File: config.mk
export PLATFORM = sky130hd
export DESIGN_NAME = sipo_stream_deser
export DESIGN_NICKNAME = d
export VERILOG_FILES = /design/src/rtl/sipo_pkg.sv /design/src/rtl/sipo_out_reg.sv /design/src/rtl/sipo_stream_deser.sv
export SDC_FILE = /design/constraint.sdc
export NUM_CORES = 1
export LEC_CHECK = 0
export BUFFER_PORTS_ARGS = -buffer_cell sky130_fd_sc_hd__buf_2
export CORE_MARGIN = 8
export CORE_UTILIZATION = 55
export DETAILED_ROUTE_END_ITERATION = 10
export GPL_TIMING_DRIVEN = 0
export PLACE_DENSITY = 0.88
export SLEW_MARGIN = 30
export SYNTH_ARGS = -nofsm -noshare
export SYNTH_HDL_FRONTEND = slang
export SYNTH_SLANG_ARGS = --single-unit
File: constraint.sdc
create_clock -name clk -period 2.3 [get_ports clk]
set_input_delay 0.23 -clock clk [delete_from_list [all_inputs] [get_ports clk]]
set_output_delay 0.23 -clock clk [all_outputs]
set_load 0.02 [all_outputs]
File: src/rtl/sipo_pkg.sv
// Shared types and elaboration helpers for the serial-to-parallel deserialiser.
// Optional feature macro used by the design: SIPO_PARITY_EN (one trailing parity bit per frame).
package sipo_pkg;

    // Which end of the assembled word the first received bit lands in
    typedef enum logic {
        LSB_FIRST = 1'b0,
        MSB_FIRST = 1'b1
    } bit_order_e;

    // Bits per frame: N data bits plus an optional trailing parity bit
    function automatic int frame_len(input int n, input bit par_en);
        return par_en ? n + 1 : n;
    endfunction

    // Counter width, with headroom so the frame length itself is representable
    function automatic int cnt_width(input int n);
        return $clog2(n + 2);
    endfunction

endpackage

File: src/rtl/sipo_out_reg.sv
// Valid/ready holding register for one assembled word plus its parity flag.
// A load always wins over a take, so a completion in the same cycle as a handshake
// keeps out_valid high with the new word. Also produces the input stall term.
module sipo_out_reg
    import sipo_pkg::*;
#(
    parameter int W = 9
) (
    input  logic         clk,
    input  logic         rst,
    input  logic         load,
    input  logic [W-1:0] load_data,
    input  logic         at_last,
    input  logic         out_ready,
    output logic         out_valid,
    output logic [W-1:0] out_word,
    output logic         stall
);

    logic         valid_reg;
    logic [W-1:0] word_reg;

    // Hold the word until the consumer takes it; a new completion replaces it
    always_ff @(posedge clk) begin
        if (!rst) begin
            valid_reg <= 1'b0;
            word_reg  <= '0;
        end else if (load) begin
            valid_reg <= 1'b1;
            word_reg  <= load_data;
        end else if (valid_reg && out_ready) begin
            valid_reg <= 1'b0;
        end
    end

    // Only the final bit of a frame must wait for room in the holding register
    assign stall     = at_last && valid_reg && !out_ready;
    assign out_valid = valid_reg;
    assign out_word  = word_reg;

endmodule

File: src/rtl/sipo_stream_deser.sv
// Serial-to-parallel deserialiser with valid/ready on both sides and in_sof realignment.
// Optional feature macro: SIPO_PARITY_EN -- each frame carries a trailing parity bit and
// out_perr reports a parity mismatch; without it frames are N bits and out_perr is 0.
module sipo_stream_deser #(
    parameter int N         = 8,
    parameter int MSB_FIRST = 0,
    parameter int PAR_ODD   = 0
) (
    input  logic         clk,
    input  logic         rst,
    input  logic         in_valid,
    input  logic         in_bit,
    input  logic         in_sof,
    output logic         in_ready,
    output logic         out_valid,
    input  logic         out_ready,
    output logic [N-1:0] out_data,
    output logic         out_perr,
    output logic         out_drop,
    output logic         busy
);
    import sipo_pkg::*;

`ifdef SIPO_PARITY_EN
    localparam bit PAR_EN = 1'b1;
`else
    localparam bit PAR_EN = 1'b0;
`endif
    localparam int             F     = frame_len(N, PAR_EN);
    localparam int             CW    = cnt_width(N);
    localparam logic [CW-1:0]  LAST  = CW'(F - 1);
    localparam bit_order_e     ORDER = (MSB_FIRST != 0) ? sipo_pkg::MSB_FIRST : sipo_pkg::LSB_FIRST;

    logic [CW-1:0] cnt_reg, cnt_next;
    logic [N-1:0]  shift_reg, shift_next, shifted;
    logic          drop_reg, drop_next;
    logic          load, at_last, stall, accept, perr_calc;
    logic [N:0]    load_word, out_word;

    assign at_last  = (cnt_reg == LAST);
    // A start-of-frame bit is a realign, never a completion, so it is never stalled
    assign in_ready = !stall || in_sof;
    assign accept   = in_valid && in_ready;

    // Shift network: the incoming bit enters at the end that makes the first bit
    // of a full frame finish at out_data[0] (LSB first) or out_data[N-1] (MSB first)
    genvar gi;
    generate
        for (gi = 0; gi < N; gi++) begin : g_shift
            if (ORDER == sipo_pkg::MSB_FIRST) begin : g_msb
                if (gi == 0) begin : g_in
                    assign shifted[gi] = in_bit;
                end else begin : g_mv
                    assign shifted[gi] = shift_reg[gi-1];
                end
            end else begin : g_lsb
                if (gi == N - 1) begin : g_in
                    assign shifted[gi] = in_bit;
                end else begin : g_mv
                    assign shifted[gi] = shift_reg[gi+1];
                end
            end
        end
    endgenerate

`ifdef SIPO_PARITY_EN
    localparam logic PAR_SENSE = (PAR_ODD != 0);
    // The incoming bit is the parity bit whenever a completion is taken
    assign perr_calc = (^shift_reg) ^ in_bit ^ PAR_SENSE;
`else
    assign perr_calc = 1'b0;
`endif

    // Next-state for the bit counter, shift register, completion load and drop pulse
    always_comb begin
        cnt_next   = cnt_reg;
        shift_next = shift_reg;
        drop_next  = 1'b0;
        load       = 1'b0;
        load_word  = '0;
        if (accept) begin
            if (in_sof) begin
                shift_next = shifted;
                cnt_next   = CW'(1);
                drop_next  = (cnt_reg != '0);
            end else if (at_last) begin
                cnt_next = '0;
                load     = 1'b1;
`ifdef SIPO_PARITY_EN
                load_word = {perr_calc, shift_reg};
`else
                shift_next = shifted;
                load_word  = {perr_calc, shifted};
`endif
            end else begin
                shift_next = shifted;
                cnt_next   = cnt_reg + CW'(1);
            end
        end
    end

    // Frame assembly state
    always_ff @(posedge clk) begin
        if (!rst) begin
            cnt_reg   <= '0;
            shift_reg <= '0;
            drop_reg  <= 1'b0;
        end else begin
            cnt_reg   <= cnt_next;
            shift_reg <= shift_next;
            drop_reg  <= drop_next;
        end
    end

    sipo_out_reg #(
        .W (N + 1)
    ) u_out_reg (
        .clk       (clk),
        .rst       (rst),
        .load      (load),
        .load_data (load_word),
        .at_last   (at_last),
        .out_ready (out_ready),
        .out_valid (out_valid),
        .out_word  (out_word),
        .stall     (stall)
    );

    assign out_data = out_word[N-1:0];
    assign out_perr = out_word[N];
    assign out_drop = drop_reg;
    assign busy     = (cnt_reg != '0);

endmodule

Word-level counts from Yosys, hierarchy flattened
Index checks and enable logic that the tools add are counted.

Eq/ne operators: 1. Multiplexer cells: 10. Add/subtract/negate cells: 1. Reductions and logical operators: 10.

Operators by type and width (count): 8-bit 2-to-1 mux (3); 4-bit 2-to-1 mux (2); 1-bit 2-to-1 mux (5); 4-bit by 1-bit adder with 4-bit output (second input constant) (1); 4-bit by 3-bit equality test with 1-bit output (second input constant) (1); 1-bit logical AND (4); 4-bit nonzero test (1); 3-bit AND reduction (1); 1-bit logical NOT (2); 2-bit nonzero test (1); 1-bit logical OR (1).

Output and inout bits: 13. Word-level logic and storage cells: 27. Bits in registers: 23.

Depth between registers and ports, before layout
Gate-level depths: netlist of run 1.

Depth in word-level cells: 8. Mapped depth: 5. Depth with buffers taken out: 5.

Cells and area by module
A second synthesis of run 1 with hierarchy kept.

Cells, all modules: 107. Area total of the unflattened synthesis: 997.2 sq um.

By module, submodules not included: sipo_stream_deser (instances 1, area an instance 619.3 sq um, sequential area each 240.2 sq um, cells an instance 75); sipo_out_reg (instances 1, area an instance 377.9 sq um, sequential area each 200.2 sq um, cells an instance 32).

Least setup slack after synthesis of run 1
No wires, ideal clock.

Path type: register to register. Start: register u_out_reg.valid_reg (netlist: u_out_reg.out_valid). End: register cnt_reg[1]. Slack: 0.720 ns. Setup time: 0.132 ns. Buffers on the path: 2. Arrival time: 1.448 ns. Cell stages (with the launch flop): 6. Path through: dfxtp_1 > or4b_1 > buf_2 > buf_6 > o2111ai_1 > o311ai_1.

Longest elaborated chain between the ends: 5.

RTL lines: from (decl) (RTL line sipo_out_reg.sv:20) `logic valid_reg;`; from (signal assigned) (RTL line sipo_out_reg.sv:26) `valid_reg <= 1'b0;`; from (signal assigned) (RTL line sipo_out_reg.sv:29) `valid_reg <= 1'b1;`; from (signal assigned) (RTL line sipo_out_reg.sv:32) `valid_reg <= 1'b0;`; 1-bit logical AND (2 in a row) (RTL line sipo_out_reg.sv:37) `assign stall = at_last && valid_reg && !out_ready;`; 1-bit logical NOT (RTL line sipo_stream_deser.sv:42) `assign in_ready = !stall || in_sof;`; 1-bit logical OR (RTL line sipo_stream_deser.sv:42); 1-bit logical AND (RTL line sipo_stream_deser.sv:43) `assign accept = in_valid && in_ready;`; to (signal assigned) (RTL line sipo_stream_deser.sv:109) `cnt_reg <= cnt_next;`; to (decl) (RTL line sipo_stream_deser.sv:34) `logic [CW-1:0] cnt_reg, cnt_next;`.

Every way passes these cells. A chain may end at the register's enable or synchronous reset.

Worst setup path after layout of run 1
Start: register cnt_reg[1]. End: register cnt_reg[0].

Longest elaborated chain between the ends: 6. Elaborated cells between the ends (all ways): 8. Those cells by class: 1 x eq/ne; 2 x mux; 5 x reduce/logical.

RTL lines: 4-bit by 3-bit equality test with 1-bit output (*) (RTL line sipo_stream_deser.sv:40) `assign at_last = (cnt_reg == LAST);`; 1-bit logical AND (2 in a row) (RTL line sipo_out_reg.sv:37); 1-bit logical NOT (RTL line sipo_stream_deser.sv:42); 1-bit logical OR (RTL line sipo_stream_deser.sv:42); 1-bit logical AND (RTL line sipo_stream_deser.sv:43).

Every way passes the cells marked *; elsewhere a longest branch is shown, timed or not.

==> results.py, run 1 <==
metrics = {
    "outcome": {
        "status": "complete, no violations",
    },
    "worst_hold_path": {
        "hp-start": "in_bit",
        "holdPathEnd": "u_out_reg.out_word[7]",
        "hold_depth": 3,
        "min_path_type": "in -> reg",
    },
    "die": {
        "core_sq_mm": 0.00190,
        "dieArea_sq_mm": 0.00362,
        "die_x_um": 60.1,
        "pin_count": 19,
        "die_h_um": 60.1,
        "initial_core_util_pct": 56.3,
        "fp-row-count": 16,
    },
    "routing": {
        "vias": 1028,
        "drt_iter0_markers": 31,
        "wl_um": 2480,
        "routedWlPerCell_um": 14.8,
        "drc": 0,
        "firstDrtPassIters": 4,
        "vias_per_cell": 6.12,
        "antenna_left": 0,
    },
    "setup_path": {
        "critical_path_required_ps": 2530,
        "cp_slowest_cell": "clkbuf_1",
        "path_class": "reg -> reg",
        "ff2ff_setup_slack_ps": 550,
        "worstReg2RegStart": "cnt_reg[1]",
        "cp_data_arrival_time_ps": 1980,
        "reg2reg_to": "cnt_reg[0]",
        "cp_top_family": "compound AO/OA/AOI/OAI gates",
        "critPathCaptureType": "flop",
        "slowest_delay_ps": 410,
        "r2r_cells": 5,
        "crit_chain": "ha_1 -> nand2_1 -> clkbuf_1 -> o21ai_0 -> a211oi_1",
        "critPathLaunchType": "flop",
        "crit_path_max_fanout": 10,
        "cp_num_buf_inv": 1,
    },
    "grt": {
        "grt_start_max_net_pins": 13,
        "gr-total-overflow": 0,
        "grt_antenna_before_repair": 0,
        "grt_pass1_vias": 966,
        "grt_first_pass_wirelength_um": 4050,
        "grtUsageTotal_pct": 14.6,
    },
    "timing": {
        "hold_violations": 0,
        "slew_violations": 0,
        "tightest_slew_ps": 612,
        "holdWs_ps": 171,
        "max_freq_mhz": 571,
        "relSlewSlack_pct": 58.6,
        "skew_ps": 10.6,
        "tns_ps": 0,
        "period_share_pct": 76.1,
        "min_period_ps": 1750,
        "setup_viol_count_final": 0,
        "grt_setup_unrepaired": "no",
    },
    "clock_network": {
        "htree_levels": 1,
        "cts_root_buf": "clkbuf_4",
        "cts_tree": "yes",
        "clkSinkCount": 21,
        "cts_resized": 0,
        "clkTransAtPathRegs_ps": 120,
        "ctsLongestPathBuffers": 2,
        "cts_made_buffers": 3,
        "cts_setup_buffers": 0,
        "clk-insertion-delay-late_ps": 310,
        "postCtsHoldBufs": 0,
    },
    "layout": {
        "final_cell_area_sq_mm": 0.00122,
        "nets": 150,
        "diodes": 0,
        "area_delta_synth_final_pct": 13.7,
        "largest_reg_flops": 8,
        "layout-drive-gt1-share_pct": 18.4,
    },
    "synthesis": {
        "syn_nets": 128,
        "ys_ff_latch": 21,
        "syn-cell-area_sq_mm": 0.00107,
        "synth_cell_types": 33,
        "synth-async-reset-ratio_pct": 0,
        "avgSynthCellArea_sq_um": 8.93,
        "synth-edff-count": 0,
        "syn_inst": 120,
        "ys_seq_area_share_pct": 39.3,
        "ys.flop_type": "dfxtp_1",
        "yosysWarnings": 0,
    },
    "pwr": {
        "power.density_mw_per_mm2": 520,
        "peakVddDrop_uv": 288,
        "p_leak_nw": 0.535,
    },
    "placement": {
        "hpwl_um": 1740,
        "portBuffers": 17,
        "placed_cell_area_sq_mm": 0.00119,
        "place_congestion": 0.853,
    },
    "run": {
        "cap_violations": 0,
    },
}
==> metrics by stage <==
step	std cells	total power, mW	utilization [%]	setup WS (ps)
6_report	168	0.633	64.0	550
5_1_grt	168	0.671	64.0	424
2_1_floorplan	120	0.439	-	720
4_1_cts	168	0.638	64.0	544
3_5_place_dp	164	0.462	62.6	645
3_3_place_gp	164	0.459	62.6	657
==> where the power goes <==
group          total [mW]  internal, mW  switching (mW)
clock               0.176        0.0649           0.111
sequential          0.386         0.375          0.0110
combinational      0.0703        0.0263          0.0440
total               0.633         0.466           0.166
==> cell usage after synthesis (all sizes together), types with 2 or more instances <==
| cell type | n | area, sq um |
|---|---|---|
| o311ai | 8 | 77.6 |
| buf | 5 | 32.5 |
| o21ai | 2 | 10.0 |
| a21oi | 4 | 20.0 |
| dfxtp | 21 | 420 |
| clkbuf | 7 | 26.3 |
| nor3 | 2 | 10.0 |
| and3b | 7 | 61.3 |
| inv | 4 | 15.0 |
| mux2i | 8 | 80.1 |
| a41oi | 7 | 61.3 |
| nand2 | 19 | 71.3 |
| nand4 | 9 | 56.3 |
| nor2 | 2 | 7.51 |
| ha | 2 | 25.0 |
==> cell usage in the layout, fill, tap and decap left out <==
cell type and n:
a2111oi_0 1, a211oi_1 1, a21oi_1 4, a31oi_1 1, a41oi_1 7, and2_1 1, and3_1 1, and3b_1 7
and4_1 1, buf_1 1, buf_2 19, buf_4 1, buf_6 1, clkbuf_1 7, clkbuf_4 3, clkinv_2 1
conb_1 1, dfxtp_1 21, ha_1 2, inv_1 4, mux2i_1 8, nand2_1 19, nand2b_1 1, nand4_1 9
nand4b_1 1, nor2_1 2, nor2b_1 1, nor3_1 2, nor4b_1 1, o2111ai_1 1, o21ai_0 2, o311ai_0 3
o311ai_1 4, o311ai_2 1, or4b_1 1
==> worst reg2reg max path, stage by stage, from the launching register on <==
cell	delay, ps
dfxtp_1	370
ha_1	240
nand2_1	240
clkbuf_1	410
o21ai_0	160
a211oi_1	260
==> logic make-up (layout without fill, tap and decap cells) <==
group                      after synthesis  count (layout)  share of synthesized area, %
adders and majority gates                2               2                          2.34
buffers and inverters                   16              37                          6.89
muxes                                    8               8                          7.48
and+or+nand+nor                         47              47                          25.0
DFF                                     21              21                          39.3
AOI/OAI and AO/OA                       25              25                          18.7
other                                    1               1                         0.350
==> final cells by class <==
class / instances / area, sq um
Tap cell: 27 / 33.8
Multi-Input combinational cell: 83 / 577
Sequential cell: 21 / 420
Inverter: 4 / 15.0
Buffer: 12 / 58.8
Fill cell: 166 / 684
Clock buffer: 3 / 22.5
Timing Repair Buffer: 17 / 85.1
Clock inverter: 1 / 5.00
==> worst max path at each step <==
stage,from,endpoint,slack (ps),cells after the start
2_1_floorplan,u_out_reg.out_valid,cnt_reg[1],720,5
3_3_place_gp,cnt_reg[1],cnt_reg[0],660,5
3_5_place_dp,cnt_reg[1],cnt_reg[0],640,5
4_1_cts,cnt_reg[3],in_ready,540,3
5_1_grt,cnt_reg[1],cnt_reg[0],420,5
6_report,cnt_reg[1],cnt_reg[0],550,5
==> metal layers <==
layer / vias up / global-route usage, % / part of all wire [%]
met1: 466 / 15.9 / 43
met5: - / 0 / 0
met2: 50 / 23.2 / 47
li1: 496 / - / -
met3: 16 / 2.80 / 5.8
met4: 0 / 13.6 / 4.3
Power figures use the tool's default switching activity.
==> inputs of run 2 (changes only) <==
--- a/config.mk
+++ b/config.mk
@@ -7,10 +7,10 @@
 export LEC_CHECK = 0
 export BUFFER_PORTS_ARGS = -buffer_cell sky130_fd_sc_hd__buf_2
 export CORE_MARGIN = 8
-export CORE_UTILIZATION = 55
+export CORE_UTILIZATION = 53
 export DETAILED_ROUTE_END_ITERATION = 10
 export GPL_TIMING_DRIVEN = 0
-export PLACE_DENSITY = 0.88
+export PLACE_DENSITY = 0.85
 export SLEW_MARGIN = 30
 export SYNTH_ARGS = -nofsm -noshare
 export SYNTH_HDL_FRONTEND = slang
==> constraint.sdc (replaced) <==
create_clock -name clk -period 1.76 [get_ports clk]
set_input_delay 0.176 -clock clk [delete_from_list [all_inputs] [get_ports clk]]
set_output_delay 0.176 -clock clk [all_outputs]
set_load 0.02 [all_outputs]
==> results.py, run 2 (same netlist as run 1, synthesis figures left out) <==
metrics = {
    "pwr": {
        "peakVddDrop_uv": 396,
        "p_leak_nw": 0.538,
        "power.density_mw_per_mm2": 676,
        "finalPower_mw": 0.829,
    },
    "layout": {
        "final_common_cell": "dfxtp_1",
        "layout-drive-gt1-share_pct": 19.9,
        "diodes": 0,
        "mostFrequentLayoutCells": "dfxtp_1, nand2_1, buf_2",
        "area_delta_synth_final_pct": 14.4,
        "nets": 150,
        "final_cell_area_sq_mm": 0.00122,
        "layout.cells.non_filler": 168,
        "nFillCells": 176,
        "largest_reg_flops": 8,
    },
    "timing": {
        "min_period_ps": 1620,
        "period_share_pct": 92.0,
        "setup_viol_count_final": 0,
        "hold_violations": 0,
        "grt_setup_unrepaired": "no",
        "tns_ps": 0,
        "slew_violations": 0,
        "skew_ps": 9.71,
        "max_freq_mhz": 617,
    },
    "setup_path": {
        "path_class": "reg -> reg",
        "critPathCaptureType": "flop",
        "critical_path_required_ps": 1970,
        "critPathLaunchType": "flop",
        "crit_path_max_fanout": 10,
        "cp_data_arrival_time_ps": 1830,
    },
    "die": {
        "die_h_um": 61.0,
        "fp-row-count": 16,
        "core_sq_mm": 0.00194,
        "pin_count": 19,
        "dieArea_sq_mm": 0.00372,
        "initial_core_util_pct": 55.2,
        "die_x_um": 61.0,
    },
    "routing": {
        "wl_um": 2570,
        "drc": 0,
        "wl_met3_um": 164,
        "drt-met1-wl_um": 1090,
        "vias_per_cell": 5.94,
        "routedWlPerCell_um": 15.3,
        "maxUsedRoutingLayer": "met4",
        "firstDrtPassIters": 4,
        "dr_wl_met2_um": 1270,
        "vias": 998,
        "antenna_left": 0,
        "drt_iter0_markers": 28,
    },
    "grt": {
        "gr-total-overflow": 0,
        "grt_start_max_net_pins": 13,
        "grt_pass1_vias": 984,
        "grt_first_pass_wirelength_um": 4310,
        "grtUsageTotal_pct": 14.9,
        "grt_antenna_before_repair": 0,
    },
    "clock_network": {
        "cts_tree": "yes",
        "clkTransAtPathRegs_ps": 120,
        "cts_made_buffers": 3,
        "clk-insertion-delay-late_ps": 310,
        "htree_levels": 1,
        "cts_root_buf": "clkbuf_4",
        "ctsLongestPathBuffers": 2,
        "clkSinkCount": 21,
        "postCtsHoldBufs": 0,
    },
    "outcome": {
        "status": "complete, no violations",
    },
    "placement": {
        "portBuffers": 17,
        "hpwl_um": 1850,
        "place_congestion": 0.911,
        "placed_cells": 164,
        "placed_cell_area_sq_mm": 0.00119,
    },
    "worst_hold_path": {
        "min_path_type": "in -> reg",
    },
    "run": {
        "cap_violations": 0,
    },
}
## run 2: critical path: stages, from the launching register on
cell      delay [ps]
dfxtp_1          370
ha_1             240
nand2_1          230
clkbuf_2         280
o21ai_0          130
a211oi_1         280
## run 2: area by class of cell
type | instances | area (sq um) | area share, %
clock buffers | 3 | 22.5 | 1.84
plain buffers | 12 | 60.1 | 4.90
multi-input cells | 83 | 583 | 47.6
flip-flops and latches | 21 | 420 | 34.3
clock inverters | 1 | 5.00 | 0.409
inverters | 4 | 15.0 | 1.23
repair buffers | 17 | 85.1 | 6.95
well taps | 27 | 33.8 | 2.76
## run 2: path summary, 6_finish.rpt
path | start | endpoint | slack, ps | depth (start not counted)
worst min-delay path | in_bit | u_out_reg.out_word[7] | 120 | 3
worst max-delay path | cnt_reg[1] | cnt_reg[0] | 140 | 5
worst max register to register | cnt_reg[1] | cnt_reg[0] | 140 | 5
worst min register to register | u_out_reg.out_word[7] | u_out_reg.out_word[7] | 470 | 2
## run 2: report_power, final
part           internal [mW]  leakage (nW)  switching, mW
clock                 0.0848        0.0177          0.146
combinational         0.0344         0.350         0.0586
sequential             0.490         0.170         0.0142
## run 2: layer usage
metal | track usage (%) | vias to the layer above
li1 | - | 494
met5 | 0 | -
met2 | 25.5 | 34
met1 | 17.7 | 462
met3 | 2.75 | 8
met4 | 5.98 | 0
## run 2: through the flow
stage	worst slack, ps	utilization, %	hold slack [ps]
floorplan	180	-	315
global placement	83.0	61.3	441
detailed placement	85.3	61.3	453
CTS	35.3	63.0	120
global route	2.94	63.1	133
finish	140	63.1	121
## run 2: what timing repair did
item,in CTS,in global routing
setup endpoints to repair,1,4
buffers inserted,0,0
resized for setup,1,2
==> inputs of run 3 (changes only) <==
--- a/config.mk
+++ b/config.mk
@@ -5,8 +5,8 @@
 export SDC_FILE = /design/constraint.sdc
 export NUM_CORES = 1
 export LEC_CHECK = 0
+export ABC_AREA = 1
 export BUFFER_PORTS_ARGS = -buffer_cell sky130_fd_sc_hd__buf_2
-export CORE_MARGIN = 8
 export CORE_UTILIZATION = 53
 export DETAILED_ROUTE_END_ITERATION = 10
 export GPL_TIMING_DRIVEN = 0
==> results.py, run 3 <==
metrics = {
    "setup_path": {
        "cp-startpoint": "cnt_reg[1]",
        "worstReg2RegStart": "cnt_reg[1]",
        "r2r_cells": 7,
        "path_class": "reg -> out",
        "critPathLaunchType": "flop",
        "reg2reg_to": "shift_reg[6]",
        "cp_data_arrival_time_ps": 1510,
        "critical_path_required_ps": 1580,
        "crit_path_max_fanout": 10,
        "ff2ff_setup_slack_ps": 430,
        "crit_end": "in_ready",
        "critPathCaptureType": "primary output",
    },
    "synthesis": {
        "syn_nets": 162,
        "yosysMostFrequentCell": "nand2_1",
        "synth_compound_area_share_pct": 4.25,
        "avgSynthCellArea_sq_um": 6.88,
        "yosysTopAreaCellShare_pct": 39.7,
        "synth-simple-area-share_pct": 40.7,
        "yosys-top-cells-count": "nand2_1, nor2_1, dfxtp_1, inv_1, a21oi_1",
        "ys_ff_latch": 21,
        "synth-async-reset-ratio_pct": 0,
        "synth_mux_area_share_pct": 0,
        "syn-cell-area_sq_mm": 0.00106,
        "ys_seq_area_share_pct": 39.7,
        "synth_fa_ha_area_share_pct": 2.36,
        "synth-edff-count": 0,
        "syn_inst": 154,
        "synth_top_cell_by_area": "dfxtp_1",
        "synth_top_family_by_area": "simple AND/OR/NAND/NOR gates",
        "netlist_top_cells_area": "dfxtp_1, nand2_1, nor2_1",
        "synth_xor_area_share_pct": 0,
        "ys.flop_type": "dfxtp_1",
        "yosysWarnings": 0,
        "synth_cell_types": 21,
    },
    "timing": {
        "setup_viol_count_final": 0,
        "finalWorstSetupSlack_ps": 77.1,
        "grt_setup_unrepaired": "no",
        "tns_ps": 0,
        "period_share_pct": 95.6,
        "skew_ps": 7.48,
        "min_period_ps": 1680,
        "max_freq_mhz": 594,
        "hold_violations": 0,
        "slew_violations": 0,
    },
    "routing": {
        "vias_per_cell": 4.83,
        "antenna_left": 0,
        "firstDrtPassIters": 5,
        "drt_iter0_markers": 16,
        "drc": 0,
        "wl_um": 2270,
        "vias": 975,
        "routedWlPerCell_um": 11.3,
    },
    "pwr": {
        "p_leak_nw": 0.680,
        "netSwitchingFraction_pct": 27.2,
        "peakVddDrop_uv": 457,
        "power_frac_seq_pct": 59.0,
        "p_sw_mw": 0.233,
        "pwr-share-comb_pct": 12.9,
        "power.density_mw_per_mm2": 696,
        "internal_power_mw": 0.623,
        "pwr-share-clk_pct": 28.1,
    },
    "layout": {
        "nFillCells": 159,
        "largest_reg_flops": 8,
        "area_delta_synth_final_pct": 16.2,
        "finish.utilization_pct": 68.3,
        "nets": 186,
        "multi_input_area_sq_um": 508,
        "mostFrequentLayoutCells": "nand2_1, nor2_1, inv_1",
        "regArea_sq_um": 423,
        "layout.cells.non_filler": 202,
        "layout-drive-gt1-share_pct": 23.2,
        "diodes": 0,
        "final_common_cell": "nand2_1",
        "final_cell_area_sq_mm": 0.00123,
    },
    "grt": {
        "grt_antenna_before_repair": 0,
        "grt_pass1_vias": 828,
        "grtUsageTotal_pct": 22.2,
        "grt_first_pass_wirelength_um": 3350,
        "gr-total-overflow": 0,
        "grt_start_max_net_pins": 12,
    },
    "die": {
        "fp-row-count": 15,
        "die_x_um": 46.7,
        "dieArea_sq_mm": 0.00218,
        "die_h_um": 46.7,
        "core_sq_mm": 0.00180,
        "initial_core_util_pct": 58.8,
        "pin_count": 19,
    },
    "placement": {
        "place_congestion": 0.804,
        "placed_cells": 194,
        "placed_cell_area_sq_mm": 0.00117,
        "portBuffers": 15,
        "hpwl_um": 1500,
        "pre_cts_ws_ps": 362,
    },
    "clock_network": {
        "cts_tree": "yes",
        "htree_levels": 1,
        "cts_root_buf": "clkbuf_4",
        "clkTransAtPathRegs_ps": 120,
        "ctsLongestPathBuffers": 2,
        "clk-insertion-delay-late_ps": 310,
        "clkSinkCount": 21,
        "cts_made_buffers": 3,
    },
    "run": {
        "cap_violations": 0,
    },
    "outcome": {
        "status": "complete, no violations",
    },
    "worst_hold_path": {
        "min_path_type": "in -> reg",
    },
}
==> run 3: cell types whose count changed in the layout (fill, tap and decap cells not counted), moves of 5 or more <==
| cell | before | now |
|---|---|---|
| nand4_1 | 9 | 1 |
| mux2i_1 | 8 | 0 |
| nand2_1 | 19 | 42 |
| and3b_1 | 7 | 0 |
| clkbuf_1 | 6 | 1 |
| inv_1 | 4 | 21 |
| a41oi_1 | 7 | 0 |
| nand3b_1 | 0 | 6 |
| nor2_1 | 2 | 33 |
==> run 3: cell type report <==
class	instances	area share, %
buffer	7	4.37
clock buffer	4	2.13
inverter	22	6.81
multi-input combinational	104	41.3
sequential	21	34.3
tap	25	2.54
timing repair buffer	19	8.54
==> run 3: critical path: stages (launching register included) <==
cell and delay, ps:
dfxtp_2 380, ha_2 200, nand2_2 70, clkinv_2 100, nand3_4 120, buf_8 170, buf_2 150
==> run 3: metal layers <==
metal  global-route usage (%)  routed length [um]  vias to the layer above
met2                     35.8                1070                       33
met4                     13.7                  92                        0
met3                     4.71                 102                       11
li1                         -                   -                      503
met1                     26.9                1010                      428
met5                        0                   0                        -
==> run 3: kinds of logic (layout without fill, tap and decap cells) <==
| group | Yosys count | count (layout) |
|---|---|---|
| AO/OA/AOI/OAI | 9 | 9 |
| adder cells (fa/ha/maj) | 2 | 2 |
| buffers and inverters | 29 | 52 |
| flip-flops | 21 | 21 |
| other | 1 | 1 |
| AND/OR/NAND/NOR | 92 | 92 |
==> run 3: per-stage QoR <==
stage / hold slack, ps / power (mW)
after floorplan: 311 / 0.590
after global placement: 413 / 0.609
after detailed placement: 433 / 0.616
after CTS: 106 / 0.849
after global routing: 118 / 0.891
final: 100 / 0.856
==> run 3: how the worst min path moves through the flow <==
stage	start	end	slack [ps]	cells after the start
finish	in_bit	u_out_reg.out_word[7]	100	3
global route	in_bit	u_out_reg.out_word[7]	120	3
CTS	in_bit	u_out_reg.out_word[7]	110	3
detailed placement	in_bit	u_out_reg.out_word[7]	430	3
global placement	in_bit	u_out_reg.out_word[7]	410	3
floorplan	in_bit	u_out_reg.out_word[7]	310	2
==> run 3: power groups by stage <==
stage	Sequential (mW)	Clock [mW]	Combinational (mW)
4_1_cts	0.504	0.243	0.102
6_report	0.505	0.241	0.111
2_1_floorplan	0.513	0	0.0774
3_3_place_gp	0.513	0	0.0962
3_5_place_dp	0.514	0	0.101
5_1_grt	0.507	0.262	0.123
==> run 3: what timing repair did <==
action	CTS	global route
setup buffers	0	4
hold buffers	0	0
setup endpoints to repair	0	1
gates resized for setup	0	4
